## config.mk

```make
export PLATFORM = sky130hd
export DESIGN_NAME = pe_is_psum_drain
export DESIGN_NICKNAME = d
export VERILOG_FILES = /design/src/rtl/pe_array_pkg.sv /design/src/rtl/pe_row_fifo.sv /design/src/rtl/pe_is_psum_drain.sv
export SDC_FILE = /design/constraint.sdc
export NUM_CORES = 1
export LEC_CHECK = 0
export BUFFER_PORTS_ARGS = -buffer_cell sky130_fd_sc_hd__buf_2
export CORE_UTILIZATION = 40
export CTS_CLUSTER_DIAMETER = 60
export CTS_CLUSTER_SIZE = 40
export DETAILED_ROUTE_END_ITERATION = 16
export PLACE_DENSITY = 0.6
export SKIP_LAST_GASP = 1
export SLEW_MARGIN = 0
export SYNTH_ARGS = -nofsm -noshare
export SYNTH_HDL_FRONTEND = slang
export SYNTH_SLANG_ARGS = --single-unit
```

## constraint.sdc

```tcl
create_clock -name clk -period 8.4 [get_ports clk]
set_clock_uncertainty 0.05 [all_clocks]
set_input_delay 0.42 -clock clk [delete_from_list [all_inputs] [get_ports clk]]
set_output_delay 0.42 -clock clk [all_outputs]
set_load 0.02 [all_outputs]
```

## src/rtl/pe_array_pkg.sv

```systemverilog
// Shared definitions for the input-stationary PE array.
// Provides default lane geometry and the psum drain FSM state encoding.
package pe_array_pkg;

    localparam int unsigned PSUM_WIDTH_DEF = 16;
    localparam int unsigned COLS_DEF       = 4;

    // Psum drain frame state
    typedef enum logic [1:0] {
        IDLE  = 2'd0,
        RUN   = 2'd1,
        DRAIN = 2'd2
    } drain_state_e;

endpackage

```

## src/rtl/pe_row_fifo.sv

```systemverilog
// Synchronous result-row FIFO with a registered head word.
// Ports:
//   clk, rst_n  clock, asynchronous active-low reset
//   push/wdata  write request and row; dropped when full unless popping in the same cycle
//   pop         read request; ignored when empty
//   rdata       head row, registered, valid while not_empty=1
//   not_empty   registered non-empty flag
//   afull       registered flag, count >= AFULL_LEVEL
//   count       registered fill level, 0..DEPTH
module pe_row_fifo #(
    parameter int unsigned WIDTH       = 64,
    parameter int unsigned DEPTH       = 8,
    parameter int unsigned AFULL_LEVEL = 4
) (
    input  logic                     clk,
    input  logic                     rst_n,
    input  logic                     push,
    input  logic [WIDTH-1:0]         wdata,
    input  logic                     pop,
    output logic [WIDTH-1:0]         rdata,
    output logic                     not_empty,
    output logic                     afull,
    output logic [$clog2(DEPTH):0]   count
);

    localparam int unsigned AW = $clog2(DEPTH);
    localparam int unsigned CW = AW + 1;

    logic [WIDTH-1:0] mem [DEPTH];
    logic [AW-1:0]    wr_ptr_q, rd_ptr_q;
    logic [CW-1:0]    count_d;
    logic [WIDTH-1:0] head_d;
    logic             do_push, do_pop;

    // Accept a push while full only when a pop frees the slot in the same cycle
    always_comb begin
        do_pop  = pop & not_empty;
        do_push = push & ((count != CW'(DEPTH)) | do_pop);
        count_d = count + CW'(do_push) - CW'(do_pop);
        head_d  = rdata;
        if (do_pop) begin
            if (count > CW'(1)) begin
                head_d = mem[rd_ptr_q + AW'(1)];
            end else if (do_push) begin
                head_d = wdata;
            end
        end else if ((count == '0) && do_push) begin
            head_d = wdata;
        end
    end

    // Storage array, no reset needed: entries are only read once written
    always_ff @(posedge clk) begin
        if (do_push) begin
            mem[wr_ptr_q] <= wdata;
        end
    end

    // Pointers, fill level and registered flags
    always_ff @(posedge clk or negedge rst_n) begin
        if (!rst_n) begin
            wr_ptr_q  <= '0;
            rd_ptr_q  <= '0;
            count     <= '0;
            rdata     <= '0;
            not_empty <= 1'b0;
            afull     <= 1'b0;
        end else begin
            if (do_push) wr_ptr_q <= wr_ptr_q + AW'(1);
            if (do_pop)  rd_ptr_q <= rd_ptr_q + AW'(1);
            count     <= count_d;
            rdata     <= head_d;
            not_empty <= (count_d != '0);
            afull     <= (count_d >= CW'(AFULL_LEVEL));
        end
    end

endmodule

```

## src/rtl/pe_is_psum_drain.sv

```systemverilog
// Bottom-edge psum collector for the input-stationary PE array.
// De-skews the diagonal psum wavefront into aligned rows, buffers them and
// streams them out with valid/ready, back-pressuring the array via stall.
// Ports:
//   clk, rst_n            clock, asynchronous active-low reset
//   process_en            array advance strobe; skew and valid pipes shift only on it
//   start, rows_total     frame start pulse and row count latched on it
//   col0_valid, psum_in   column-0 result tag and bottom-row psum bus
//   out_valid/out_ready   result row stream handshake, out_data = aligned row
//   stall                 asks the controller to drop process_en
//   busy                  frame in progress
//   frame_done            single-cycle pulse after the last row of a frame is popped
//   overflow              sticky, a row was dropped into a full FIFO
module pe_is_psum_drain
    import pe_array_pkg::*;
#(
    parameter int unsigned PSUM_WIDTH = PSUM_WIDTH_DEF,
    parameter int unsigned COLS       = COLS_DEF,
    parameter int unsigned FIFO_DEPTH = 8,
    parameter int unsigned CNT_WIDTH  = 16
) (
    input  logic                       clk,
    input  logic                       rst_n,
    input  logic                       process_en,
    input  logic                       start,
    input  logic [CNT_WIDTH-1:0]       rows_total,
    input  logic                       col0_valid,
    input  logic [COLS*PSUM_WIDTH-1:0] psum_in,
    output logic                       out_valid,
    input  logic                       out_ready,
    output logic [COLS*PSUM_WIDTH-1:0] out_data,
    output logic                       stall,
    output logic                       busy,
    output logic                       frame_done,
    output logic                       overflow
);

    localparam int unsigned BW = COLS * PSUM_WIDTH;
    localparam int unsigned FW = $clog2(FIFO_DEPTH) + 1;

    logic [BW-1:0] aligned;
    logic          tag_out;
    logic [FW-1:0] fifo_count;
    logic          push_c, pop_c, fifo_full_c;

    drain_state_e         state_q, state_d;
    logic [CNT_WIDTH-1:0] rows_q, rows_d;
    logic [CNT_WIDTH-1:0] push_cnt_q, push_cnt_d;
    logic [CNT_WIDTH-1:0] pop_cnt_q, pop_cnt_d;
    logic                 busy_d, done_d, overflow_d;

    // Lane c is delayed COLS-1-c advances so every lane lines up with the last column
    for (genvar c = 0; c < COLS; c++) begin : g_lane
        if (c == COLS - 1) begin : g_pass
            assign aligned[c*PSUM_WIDTH +: PSUM_WIDTH] = psum_in[c*PSUM_WIDTH +: PSUM_WIDTH];
        end else begin : g_dly
            localparam int unsigned D = COLS - 1 - c;
            logic [PSUM_WIDTH-1:0] pipe_q [D];

            always_ff @(posedge clk or negedge rst_n) begin
                if (!rst_n) begin
                    for (int i = 0; i < D; i++) pipe_q[i] <= '0;
                end else if (process_en) begin
                    pipe_q[0] <= psum_in[c*PSUM_WIDTH +: PSUM_WIDTH];
                    for (int i = 1; i < D; i++) pipe_q[i] <= pipe_q[i-1];
                end
            end

            assign aligned[c*PSUM_WIDTH +: PSUM_WIDTH] = pipe_q[D-1];
        end
    end

    // Result tag follows lane 0 through the same number of advances
    if (COLS > 1) begin : g_tag
        logic [COLS-2:0] tag_q;

        always_ff @(posedge clk or negedge rst_n) begin
            if (!rst_n) begin
                tag_q <= '0;
            end else if (process_en) begin
                tag_q[0] <= col0_valid;
                for (int i = 1; i < COLS - 1; i++) tag_q[i] <= tag_q[i-1];
            end
        end

        assign tag_out = tag_q[COLS-2];
    end else begin : g_tag_pass
        assign tag_out = col0_valid;
    end

    assign pop_c       = out_valid & out_ready;
    assign fifo_full_c = (fifo_count == FW'(FIFO_DEPTH));

    // Stall leaves headroom for the COLS-1 rows still travelling through the skew pipe
    pe_row_fifo #(
        .WIDTH       (BW),
        .DEPTH       (FIFO_DEPTH),
        .AFULL_LEVEL (FIFO_DEPTH - COLS)
    ) u_fifo (
        .clk       (clk),
        .rst_n     (rst_n),
        .push      (push_c),
        .wdata     (aligned),
        .pop       (pop_c),
        .rdata     (out_data),
        .not_empty (out_valid),
        .afull     (stall),
        .count     (fifo_count)
    );

    // Frame control: next state, counters and registered-output inputs
    always_comb begin
        state_d    = state_q;
        rows_d     = rows_q;
        push_cnt_d = push_cnt_q;
        pop_cnt_d  = pop_cnt_q;
        done_d     = 1'b0;
        push_c     = 1'b0;
        case (state_q)
            IDLE: begin
                if (start) begin
                    rows_d     = rows_total;
                    push_cnt_d = '0;
                    pop_cnt_d  = '0;
                    state_d    = RUN;
                end
            end
            RUN: begin
                push_c = process_en & tag_out;
                if (push_c) begin
                    push_cnt_d = push_cnt_q + CNT_WIDTH'(1);
                    if (push_cnt_d == rows_q) state_d = DRAIN;
                end
                if (pop_c) pop_cnt_d = pop_cnt_q + CNT_WIDTH'(1);
            end
            DRAIN: begin
                if (pop_c) begin
                    pop_cnt_d = pop_cnt_q + CNT_WIDTH'(1);
                    if (pop_cnt_d == rows_q) begin
                        state_d = IDLE;
                        done_d  = 1'b1;
                    end
                end
            end
            default: state_d = IDLE;
        endcase
        busy_d     = (state_d != IDLE);
        overflow_d = overflow | (push_c & fifo_full_c & ~pop_c);
    end

    // Frame state and registered status outputs
    always_ff @(posedge clk or negedge rst_n) begin
        if (!rst_n) begin
            state_q    <= IDLE;
            rows_q     <= '0;
            push_cnt_q <= '0;
            pop_cnt_q  <= '0;
            busy       <= 1'b0;
            frame_done <= 1'b0;
            overflow   <= 1'b0;
        end else begin
            state_q    <= state_d;
            rows_q     <= rows_d;
            push_cnt_q <= push_cnt_d;
            pop_cnt_q  <= pop_cnt_d;
            busy       <= busy_d;
            frame_done <= done_d;
            overflow   <= overflow_d;
        end
    end

endmodule

```

==> flow_metrics.py <==
metrics = {
    "pwr": {
        "power.density_nw_per_um2": 331.3,
        "p_leak_nw": 11.98,
        "ir_drop_mv": 0.2502,
    },
    "clock_tree": {
        "postCtsHoldBufs": 69,
        "post_cts_resized": 0,
        "htree_levels": 2,
        "ctsLongestPathBuffers": 3,
        "tritoncts": "done",
        "post_cts_buffers": 0,
        "clkLatencyLatePin_ns": 0.64,
        "root_buffer": "clkbuf_16",
        "cts_buffers": 55,
        "cts_sinks": 740,
        "clkTransAtPathRegs_ns": 0.08,
    },
    "global_routing": {
        "grt_pass1_vias": 16210,
        "overflow": 0,
        "grt_pass1_wl_um": 97390,
        "grt_usage_pct": 17.11,
        "grt_max_degree": 107,
        "antenna_found_initial": 1,
    },
    "placement": {
        "post-dp-hpwl_um": 35720,
        "gp_congestion": 0.8161,
        "dp_slack_ns": 4.471,
        "port_buffers": 154,
    },
    "floorplanning": {
        "start_util_pct": 40.37,
        "num_io_pins": 155,
        "core_area_um2": 72830,
        "rows": 99,
        "die-area_um2": 74610,
        "dieHeight_um": 273.1,
        "die_width_um": 273.1,
    },
    "finish": {
        "fill_cells": 6210,
        "post-route-util_pct": 46.71,
        "nets": 2016,
        "area_delta_synth_final_pct": 15.69,
        "drive_above_1_share_pct": 28.45,
        "n_antenna_cell": 0,
    },
    "critical_path": {
        "required_ns": 8.59,
        "r2r_end": "u_fifo.mem[5][61]",
        "crit-reg2reg-launch": "state_q[1]",
        "crit_family": "buffers and inverters",
        "worstSetupEndpointType": "flop",
        "path_common_cell": "buf_4",
        "worstSetupStartpoint": "state_q[1]",
        "worst-path-buf-inv": 3,
        "cp_max_fo": 56,
        "arrival_ns": 3.76,
        "cp_slowest_cell": "buf_4",
        "r2r_setup_slack_ns": 4.83,
        "worstSetupPathType": "flop to flop",
        "startpoint_type": "flop",
        "worstRegToRegCells": 8,
        "path_cells": "inv_1, ha_1, nand3_1, a31oi_1, buf_4, nand2_1, nor3b_2, buf_4",
        "crit_path_max_incr_delay_ns": 0.87,
        "cp_num_cells": 8,
    },
    "yosys": {
        "synth-edff-count": 512,
        "synth_xor_area_share_pct": 1.519,
        "ys_warn_count": 0,
        "synthCells": 1703,
        "synth_top_area_cell": "edfxtp_1",
        "synthAdderAreaFrac_pct": 0.6637,
        "ys_types": 67,
        "synth_seq_cells": 740,
        "post-synth-top-count-cell": "edfxtp_1",
        "synth_ff_type": "edfxtp_1",
        "synthTopCellsByArea": "edfxtp_1 (52%), dfrtp_1 (19%), mux4_2 (9.8%)",
        "syn-num-nets": 1804,
        "synth_top_family_by_area": "multiplexers",
        "synthSimpleGateAreaFrac_pct": 4.476,
        "synth.avg_cell_area_um2": 17.27,
        "ys_async_sr_fraction_pct": 30.81,
        "ys_top_cells_by_count": "edfxtp_1 (512), dfrtp_1 (228), nand2_1 (129)",
        "synth.area.mux_share_pct": 15.75,
        "synth-compound-area-share_pct": 4.395,
        "synth_area_um2": 29410,
        "ys_seq_area_share_pct": 71.68,
        "synth_top_area_share_pct": 52.28,
    },
    "routing": {
        "ant_nets": 0,
        "drc": 0,
        "wl_per_cell_um": 21.70,
        "vias_per_cell": 5.409,
        "num_vias": 15790,
        "firstDrtPassIters": 5,
        "drt_iter0_drc": 1061,
        "routed_wl_um": 63360,
    },
    "job": {
        "cap_violations": 0,
    },
    "worst_hold_path": {
        "hold_class": "primary input to flop",
        "holdPathEnd": "g_lane[2].g_dly.pipe_q[2]",
        "hold_path_depth": 2,
        "worstHoldStart": "psum_in[34]",
    },
    "sta": {
        "tns_ns": 0,
        "worst_slew_pin_slew_ns": 1.227,
        "finalSetupViolations": 0,
        "setup_slack_ns": 4.833,
        "slew_viol_final": 0,
        "min_period_ns": 3.567,
        "fmax_ghz": 0.2803,
        "hold_viol": 0,
        "rsz0062_at_grt": "false",
        "timing.final.crit_share_pct": 42.47,
        "relSlewSlack_pct": 18.21,
        "whs_ns": 0.02156,
    },
    "outcome": {
        "status": "finished clean",
    },
}
==> worst max-delay path by stage <==
stage and endpoint:
4_1_cts u_fifo.rdata[1], 3_5_place_dp u_fifo.mem[5][53], 5_1_grt u_fifo.rdata[60], 3_3_place_gp u_fifo.mem[5][53]
2_1_floorplan u_fifo.mem[3][0], 6_report u_fifo.mem[5][61]
==> kinds of logic (layout without fill, tap and decap cells) <==
logic type               Yosys count  in the layout
adder cells (fa/ha/maj)           15             15
buffers and inverters            111            369
multiplexers                     288            288
AND/OR/NAND/NOR                  274            274
AO/OA/AOI/OAI                    224            224
XOR/XNOR                          51             51
flip-flops                       740            740
==> flip-flops by register name, summed over array words and instances, names as in the netlist, 3 cells and up <==
register,cells
aligned,32
g_lane.g_dly.pipe_q,64
g_tag.tag_q,3
pop_cnt_q,16
push_cnt_q,16
rows_q,16
u_fifo.count,4
u_fifo.mem,512
u_fifo.rd_ptr_q,3
u_fifo.rdata,64
u_fifo.wr_ptr_q,3
==> report_power, final <==
group	internal [W]	switching, W
Combinational	0.00159	0.00194
Sequential	0.00441	0.000450
Clock	0.00143	0.00146
==> final cells by class <==
| cell class | instances | area [um^2] | share of cell area, % |
|---|---|---|---|
| clock buffer | 58 | 1388 | 4.079 |
| clock inverter | 45 | 615.6 | 1.809 |
| inverter | 16 | 60.06 | 0.1765 |
| multi-input combinational | 852 | 7998 | 23.51 |
| sequential | 740 | 21080 | 61.97 |
| tap | 959 | 1200 | 3.527 |
| timing repair buffer | 250 | 1677 | 4.928 |
==> metrics by stage <==
stage | area (um^2) | total power (W) | cells
floorplan | 29410 | 0.007377 | 1703
global placement | 31330 | 0.008446 | 2748
detailed placement | 31330 | 0.008525 | 2748
CTS | 34020 | 0.01144 | 2920
global route | 34020 | 0.01185 | 2920
finish | 34020 | 0.01127 | 2920
==> per-layer routing <==
layer	track usage, %	wire (um)
met1	22.83	27290
met2	28.99	31630
met3	2.979	3108
met4	4.308	1338
met5	0	0
==> placed cells by master (no fill, tap or decap), types with 43 or more instances in the layout <==
cell	count
mux4_2	128
a21oi_1	55
edfxtp_1	512
o21ai_0	96
dfrtp_1	227
dlygate4sd3_1	69
mux2_2	117
buf_2	152
nand3_1	44
clkbuf_16	55
mux2i_1	43
nand2_1	128
Note: power is estimated with default switching activity, not from simulation.
